<file path="config.mk">
export PLATFORM = sky130hd
export DESIGN_NAME = usb_ep_out_buffer
export DESIGN_NICKNAME = d
export VERILOG_FILES = /design/src/rtl/usb_ep_out_buffer_pkg.sv /design/src/rtl/usb_ep_out_buffer_mem.sv /design/src/rtl/usb_ep_out_buffer.sv
export SDC_FILE = /design/constraint.sdc
export NUM_CORES = 1
export LEC_CHECK = 0
export ABC_AREA = 1
export ABC_CLOCK_PERIOD_IN_PS = 8240
export BUFFER_PORTS_ARGS = -buffer_cell sky130_fd_sc_hd__buf_2
export CAP_MARGIN = 0
export CORE_ASPECT_RATIO = 0.7
export CORE_MARGIN = 1
export CORE_UTILIZATION = 60
export DETAILED_ROUTE_END_ITERATION = 10
export PLACE_DENSITY = 0.76
export SETUP_SLACK_MARGIN = 0.2
export SLEW_MARGIN = 15
export SYNTH_ARGS = -nofsm -noshare
export SYNTH_HDL_FRONTEND = slang
export SYNTH_HIERARCHICAL = 1
export SYNTH_SLANG_ARGS = --single-unit
</file>
<file path="constraint.sdc">
create_clock -name i_clk -period 8.24 [get_ports i_clk]
set_clock_uncertainty 0.2 [all_clocks]
set_input_delay 1.236 -clock i_clk [delete_from_list [all_inputs] [get_ports i_clk]]
set_output_delay 1.236 -clock i_clk [all_outputs]
set_load 0.005 [all_outputs]
</file>
<file path="src/rtl/usb_ep_out_buffer_pkg.sv">
// usbPkg: definitions shared between the OUT endpoint buffer and the USB
// protocol engine.
//   ep_state_t  : OUT endpoint receive FSM states (IDLE/RECV/DROP)
//   PID_DATA0/1 : data-toggle values carried by the data PID
//   USB_MAX_PKT : default max payload bytes per packet
package usbPkg;

  typedef enum logic [1:0] {
    IDLE,
    RECV,
    DROP
  } ep_state_t;

  localparam logic PID_DATA0 = 1'b0;
  localparam logic PID_DATA1 = 1'b1;

  localparam int unsigned USB_MAX_PKT = 8;

endpackage

</file>
<file path="src/rtl/usb_ep_out_buffer_mem.sv">
// usb_ep_out_mem: simple dual-port RAM, WIDTH x DEPTH.
//   clk     : clock
//   wr_en   : write strobe, synchronous write of wr_data at wr_addr
//   rd_addr : read address
//   rd_data : registered read data (returns old contents on same-address write)
module usb_ep_out_mem #(
  parameter int unsigned WIDTH = 8,
  parameter int unsigned DEPTH = 64
) (
  input  logic                       clk,
  input  logic                       wr_en,
  input  logic [$clog2(DEPTH)-1:0]   wr_addr,
  input  logic [WIDTH-1:0]           wr_data,
  input  logic [$clog2(DEPTH)-1:0]   rd_addr,
  output logic [WIDTH-1:0]           rd_data
);

  logic [WIDTH-1:0] mem [DEPTH];

  always_ff @(posedge clk) begin
    if (wr_en) begin
      mem[wr_addr] <= wr_data;
    end
    rd_data <= mem[rd_addr];
  end

endmodule

</file>
<file path="src/rtl/usb_ep_out_buffer.sv">
// usb_ep_out_buffer: per-endpoint USB OUT receive buffer.
// Accepts an OUT token when a full packet fits, stores granted payload bytes
// speculatively, commits on a good end with the expected data toggle and rolls
// back otherwise. Committed bytes leave on a first-word-fall-through
// valid/ready stream.
// Ports:
//   i_clk, i_rst          : clock, synchronous active-high reset
//   i_tokenOut            : OUT token for this endpoint (pulse)
//   i_rxValid, i_rxData   : payload byte strobe and data
//   i_rxPid1              : packet data PID (1 = DATA1), valid with i_rxEnd
//   i_rxEnd, i_rxFail     : packet end with good CRC / packet aborted (pulses)
//   o_req, i_grant        : arbiter request and grant
//   o_ack, o_nak          : handshake requests to the protocol engine (pulses)
//   o_data, o_valid,
//   i_ready               : committed data stream to the application
//   o_occupancy           : committed occupancy, registered; only present when
//                           USB_EP_OUT_BUFFER_OCCUPANCY_EN is defined
module usb_ep_out_buffer
  import usbPkg::*;
#(
  parameter int unsigned DEPTH   = 64,
  parameter int unsigned MAX_PKT = USB_MAX_PKT,
  parameter int unsigned WIDTH   = 8
) (
  input  logic                     i_clk,
  input  logic                     i_rst,
  input  logic                     i_tokenOut,
  input  logic                     i_rxValid,
  input  logic [WIDTH-1:0]         i_rxData,
  input  logic                     i_rxPid1,
  input  logic                     i_rxEnd,
  input  logic                     i_rxFail,
  output logic                     o_req,
  input  logic                     i_grant,
  output logic                     o_ack,
  output logic                     o_nak,
  output logic [WIDTH-1:0]         o_data,
  output logic                     o_valid,
  input  logic                     i_ready
`ifdef USB_EP_OUT_BUFFER_OCCUPANCY_EN
  ,
  output logic [$clog2(DEPTH):0]   o_occupancy
`endif
);

  localparam int unsigned AW = $clog2(DEPTH);
  localparam int unsigned PW = AW + 1;
  localparam int unsigned CW = $clog2(MAX_PKT + 1);

  ep_state_t        state;
  logic [PW-1:0]    rd_ptr;
  logic [PW-1:0]    wr_commit;
  logic [PW-1:0]    wr_spec;
  logic [PW-1:0]    rd_ptr_next;
  logic [PW-1:0]    occupancy;
  logic [PW-1:0]    free_space;
  logic [CW-1:0]    byte_cnt;
  logic             overflow;
  logic             toggle;
  logic             room;
  logic             rd_fire;
  logic             wr_en;
  logic [WIDTH-1:0] rd_data;

  always_comb begin
    occupancy   = wr_commit - rd_ptr;
    free_space  = PW'(DEPTH) - (wr_spec - rd_ptr);
    room        = free_space >= PW'(MAX_PKT);
    o_valid     = occupancy != '0;
    rd_fire     = o_valid && i_ready;
    rd_ptr_next = rd_ptr + PW'(rd_fire);
    o_data      = o_valid ? rd_data : '0;
    // A byte coincident with end/fail is not part of the packet; this keeps
    // every committed byte at least one cycle old, so the registered read of
    // the head is never stale when o_valid rises.
    wr_en       = (state == RECV) && i_grant && i_rxValid && !i_rxEnd &&
                  !i_rxFail && (byte_cnt != CW'(MAX_PKT));
  end

  always_ff @(posedge i_clk) begin
    if (i_rst) begin
      state     <= IDLE;
      rd_ptr    <= '0;
      wr_commit <= '0;
      wr_spec   <= '0;
      byte_cnt  <= '0;
      overflow  <= 1'b0;
      toggle    <= PID_DATA0;
      o_req     <= 1'b0;
      o_ack     <= 1'b0;
      o_nak     <= 1'b0;
    end else begin
      o_ack  <= 1'b0;
      o_nak  <= 1'b0;
      rd_ptr <= rd_ptr_next;
      case (state)
        IDLE: begin
          if (i_tokenOut) begin
            if (room) begin
              state    <= RECV;
              o_req    <= 1'b1;
              wr_spec  <= wr_commit;
              byte_cnt <= '0;
              overflow <= 1'b0;
            end else begin
              state <= DROP;
              o_nak <= 1'b1;
            end
          end
        end
        RECV: begin
          if (i_rxFail || i_rxEnd) begin
            state <= IDLE;
            o_req <= 1'b0;
            if (!i_rxFail && !overflow && (i_rxPid1 == toggle)) begin
              wr_commit <= wr_spec;
              toggle    <= (toggle == PID_DATA0) ? PID_DATA1 : PID_DATA0;
            end else begin
              wr_spec <= wr_commit;
            end
            // A duplicate (toggle mismatch) is still acknowledged so the host
            // can advance; oversize or aborted packets are not.
            o_ack <= !i_rxFail && !overflow;
          end else if (i_grant && i_rxValid) begin
            if (byte_cnt == CW'(MAX_PKT)) begin
              overflow <= 1'b1;
            end else begin
              wr_spec  <= wr_spec + PW'(1);
              byte_cnt <= byte_cnt + CW'(1);
            end
          end
        end
        DROP: begin
          if (i_rxEnd || i_rxFail) begin
            state <= IDLE;
          end
        end
        default: state <= IDLE;
      endcase
    end
  end

`ifdef USB_EP_OUT_BUFFER_OCCUPANCY_EN
  always_ff @(posedge i_clk) begin
    if (i_rst) begin
      o_occupancy <= '0;
    end else begin
      o_occupancy <= occupancy;
    end
  end
`endif

  usb_ep_out_mem #(
    .WIDTH (WIDTH),
    .DEPTH (DEPTH)
  ) u_mem (
    .clk     (i_clk),
    .wr_en   (wr_en),
    .wr_addr (wr_spec[AW-1:0]),
    .wr_data (i_rxData),
    .rd_addr (rd_ptr_next[AW-1:0]),
    .rd_data (rd_data)
  );

endmodule

</file>
==> impl_metrics.tcl <==
set metrics [dict create \
    num_antenna_cells 0 \
    worstMarginPinSlew_ns 1.12 \
    power.leakage_nw 9.39 \
    rsz0062_at_grt "no" \
    rows 60 \
    finalCriticalPeriod_ns 5.35 \
    ys_warn_count 6 \
    relSlewSlack_pct 25.4 \
    crit_required_ns 8.51 \
    start_util_pct 61.4 \
    hp-class "register to register" \
    dp_hpwl_um 34600 \
    final_hold_viol_count 0 \
    synth_cell_type_count 39 \
    tns_ns 0 \
    nNetsFinal 2210 \
    syn_inst 2185 \
    max_freq_mhz 187 \
    met2_usage_pct 43.6 \
    pin_count 29 \
    power_density_nw_per_um2 349 \
    io_buffers 28 \
    yosysTopAreaCellShare_pct 64.6 \
    crit_path_end_kind "register" \
    post-cts-setup-buffer-count 0 \
    syn-cell-area_um2 23800 \
    grt_first_pass_wirelength_um 91800 \
    yosysSeqAreaShare_pct 68.0 \
    clk_path_buf_depth 3 \
    antenna_found_initial 0 \
    vias_per_cell 6.13 \
    gp_congestion 0.898 \
    maxCapViolCount 0 \
    area_growth_pct 7.09 \
    routedWlPerCell_um 22.1 \
    dpl_worst_slack_ns 3.11 \
    grt_use_met3_pct 6.33 \
    cts_inserted_buffers 50 \
    clk_latency_ns 0.59 \
    fin_ws_ns 2.89 \
    routed_wl_um 60300 \
    h-tree-depth 2 \
    track_usage_pct 30.1 \
    cts_tree "done" \
    vias 16700 \
    die_h_um 169 \
    ctsHoldBuffers 0 \
    first_iter_violations 2973 \
    synth_top_area_cell "edfxtp_1" \
    drive_gt1_share_pct 6.67 \
    critPathKind "register to register" \
    setup_viol 0 \
    synth_top_flop_cell "edfxtp_1" \
    status "completed" \
    drc 0 \
    drtPass1Iterations 6 \
    final-max-slew-violation-count 0 \
    final_antenna_net_count 0 \
    design.core.area_um2 38700 \
    clock-root-buffer "clkbuf_16" \
    clock-sinks 552 \
    grt_max_degree 191 \
    path_max_fanout 70 \
    ys_ff_latch 552 \
    cts_resized 0 \
    ir_drop_v 0.000420 \
    startpoint_type "register" \
    grt_pass1_vias 15700 \
    synthArstFlopShare_pct 0 \
    arrival_ns 5.62 \
    clk_pin_slew_ns 0.07 \
    chipWidth_um 240 \
    period_share_pct 64.9 \
    whs_ns 0.255 \
    synth_edf_count 512 \
    ys_top_cells_by_area "edfxtp_1, nand2_1, nand3_1" \
    dieArea_um2 40500 \
    synth_area_per_cell_um2 10.9 \
    overflow 0 \
    busiest_layer "met1" \
    met1_usage_pct 46.3 \
    synth.net_count 2227 \
]
-- layer usage --
| layer | wire length (µm) | part of all wire, % | vias up |
|---|---|---|---|
| met2 | 25800 | 43 | 1100 |
| met1 | 24900 | 41 | 8013 |
| met5 | 0 | 0 | - |
| met4 | 1570 | 2.6 | 0 |
| met3 | 8080 | 13 | 115 |
| li1 | - | - | 7506 |
-- final timing paths --
kind                                           start                  endpoint  slack [ns]  cells after the start
worst max-delay path            rd_ptr[1]$_SDFF_PP0_  u_mem/rd_data[7]$_DFF_P_        2.89                     24
worst min-delay path              o_req$_SDFFE_PP0P_        o_req$_SDFFE_PP0P_        0.25                      2
worst max register to register  rd_ptr[1]$_SDFF_PP0_  u_mem/rd_data[7]$_DFF_P_        2.89                     24
worst min register to register    o_req$_SDFFE_PP0P_        o_req$_SDFFE_PP0P_        0.25                      2
-- layout by cell type, fill, tap and decap left out, types with 2 or more instances in the layout --
master,n
dfxtp_1,40
o21ai_0,14
buf_12,2
clkinv_2,9
nor4_1,7
nor3_1,3
xnor2_1,3
nand2_1,755
nand2_2,2
clkbuf_1,5
inv_6,3
nor2_2,3
clkbuf_16,50
nand3_4,2
a21oi_1,20
inv_2,8
ha_4,2
clkinv_1,15
buf_4,21
buf_2,28
nand3_1,462
ha_1,22
inv_1,66
nand4_1,19
a21oi_2,3
edfxtp_1,512
xor2_1,5
nand3_2,4
nand3b_1,2
bufinv_16,3
nor2_1,97
-- sequential cells by signal, indices dropped and copies added (netlist names) --
name / flops
o_nak: 1
wr_commit: 7
o_req: 1
state: 2
byte_cnt: 4
toggle: 1
rd_ptr: 7
u_mem/mem: 512
overflow: 1
wr_spec: 7
o_ack: 1
u_mem/rd_data: 8
-- synthesized netlist by cell type (10+ instances only) --
library cell	number
nand2_1	755
edfxtp_1	512
clkbuf_1	16
nand3_1	462
buf_2	39
buf_6	36
inv_1	68
nand4_1	19
dfxtp_1	40
nor2_1	98
a21oi_1	20
o21ai_0	14
buf_1	10
buf_4	15
ha_1	24
-- worst max-delay path: stages (launching register included) --
cell and delay (ns):
dfxtp_1 0.43, inv_1 0.07, ha_1 0.33, nand2_1 0.09, nand2_1 0.07, nand2_1 0.09
nand2_1 0.06, nand2_1 0.09, a21o_1 0.12, nand2_1 0.04, nor2_1 0.11, nand3_2 0.28
nand2_1 0.14, inv_1 0.07, ha_4 0.17, ha_4 0.41, inv_4 0.63, buf_4 0.78
nand3_1 0.25, nand3_1 0.16, nand2_1 0.08, nand2_1 0.16, nand3_1 0.10, nand3_1 0.12
nand2_1 0.06
-- through the flow --
stage	std cells	total power (W)	util [%]	cell area, µm²
2_1_floorplan	2185	0.00597	-	23800
3_3_place_gp	2643	0.00654	61.9	24000
3_5_place_dp	2643	0.00661	61.9	24000
4_1_cts	2730	0.00881	65.8	25500
5_1_grt	2730	0.00934	65.8	25500
6_report	2730	0.00888	65.8	25500
-- cells by family after synthesis --
kind of cell	share of synthesized area [%]
AND/OR/NAND/NOR	24.5
XOR/XNOR	0.294
flip-flops	68.0
AO/OA/AOI/OAI	1.07
adder cells (fa/ha/maj)	1.35
buffers and inverters	4.86
-- cell type report --
type                    count  area [µm²]
multi-input cells        1436        6500
well taps                 527         659
fillers                  2934       13300
clock inverters            32         243
flip-flops and latches    552       16200
clock buffers              55        1270
inverters                  77         297
repair buffers             51         338
-- where the power goes --
part | internal [W] | switching, W
combinational | 0.000981 | 0.00251
clock | 0.00120 | 0.00102
sequential | 0.00312 | 0.0000607
(Power assumes the default switching activity.)
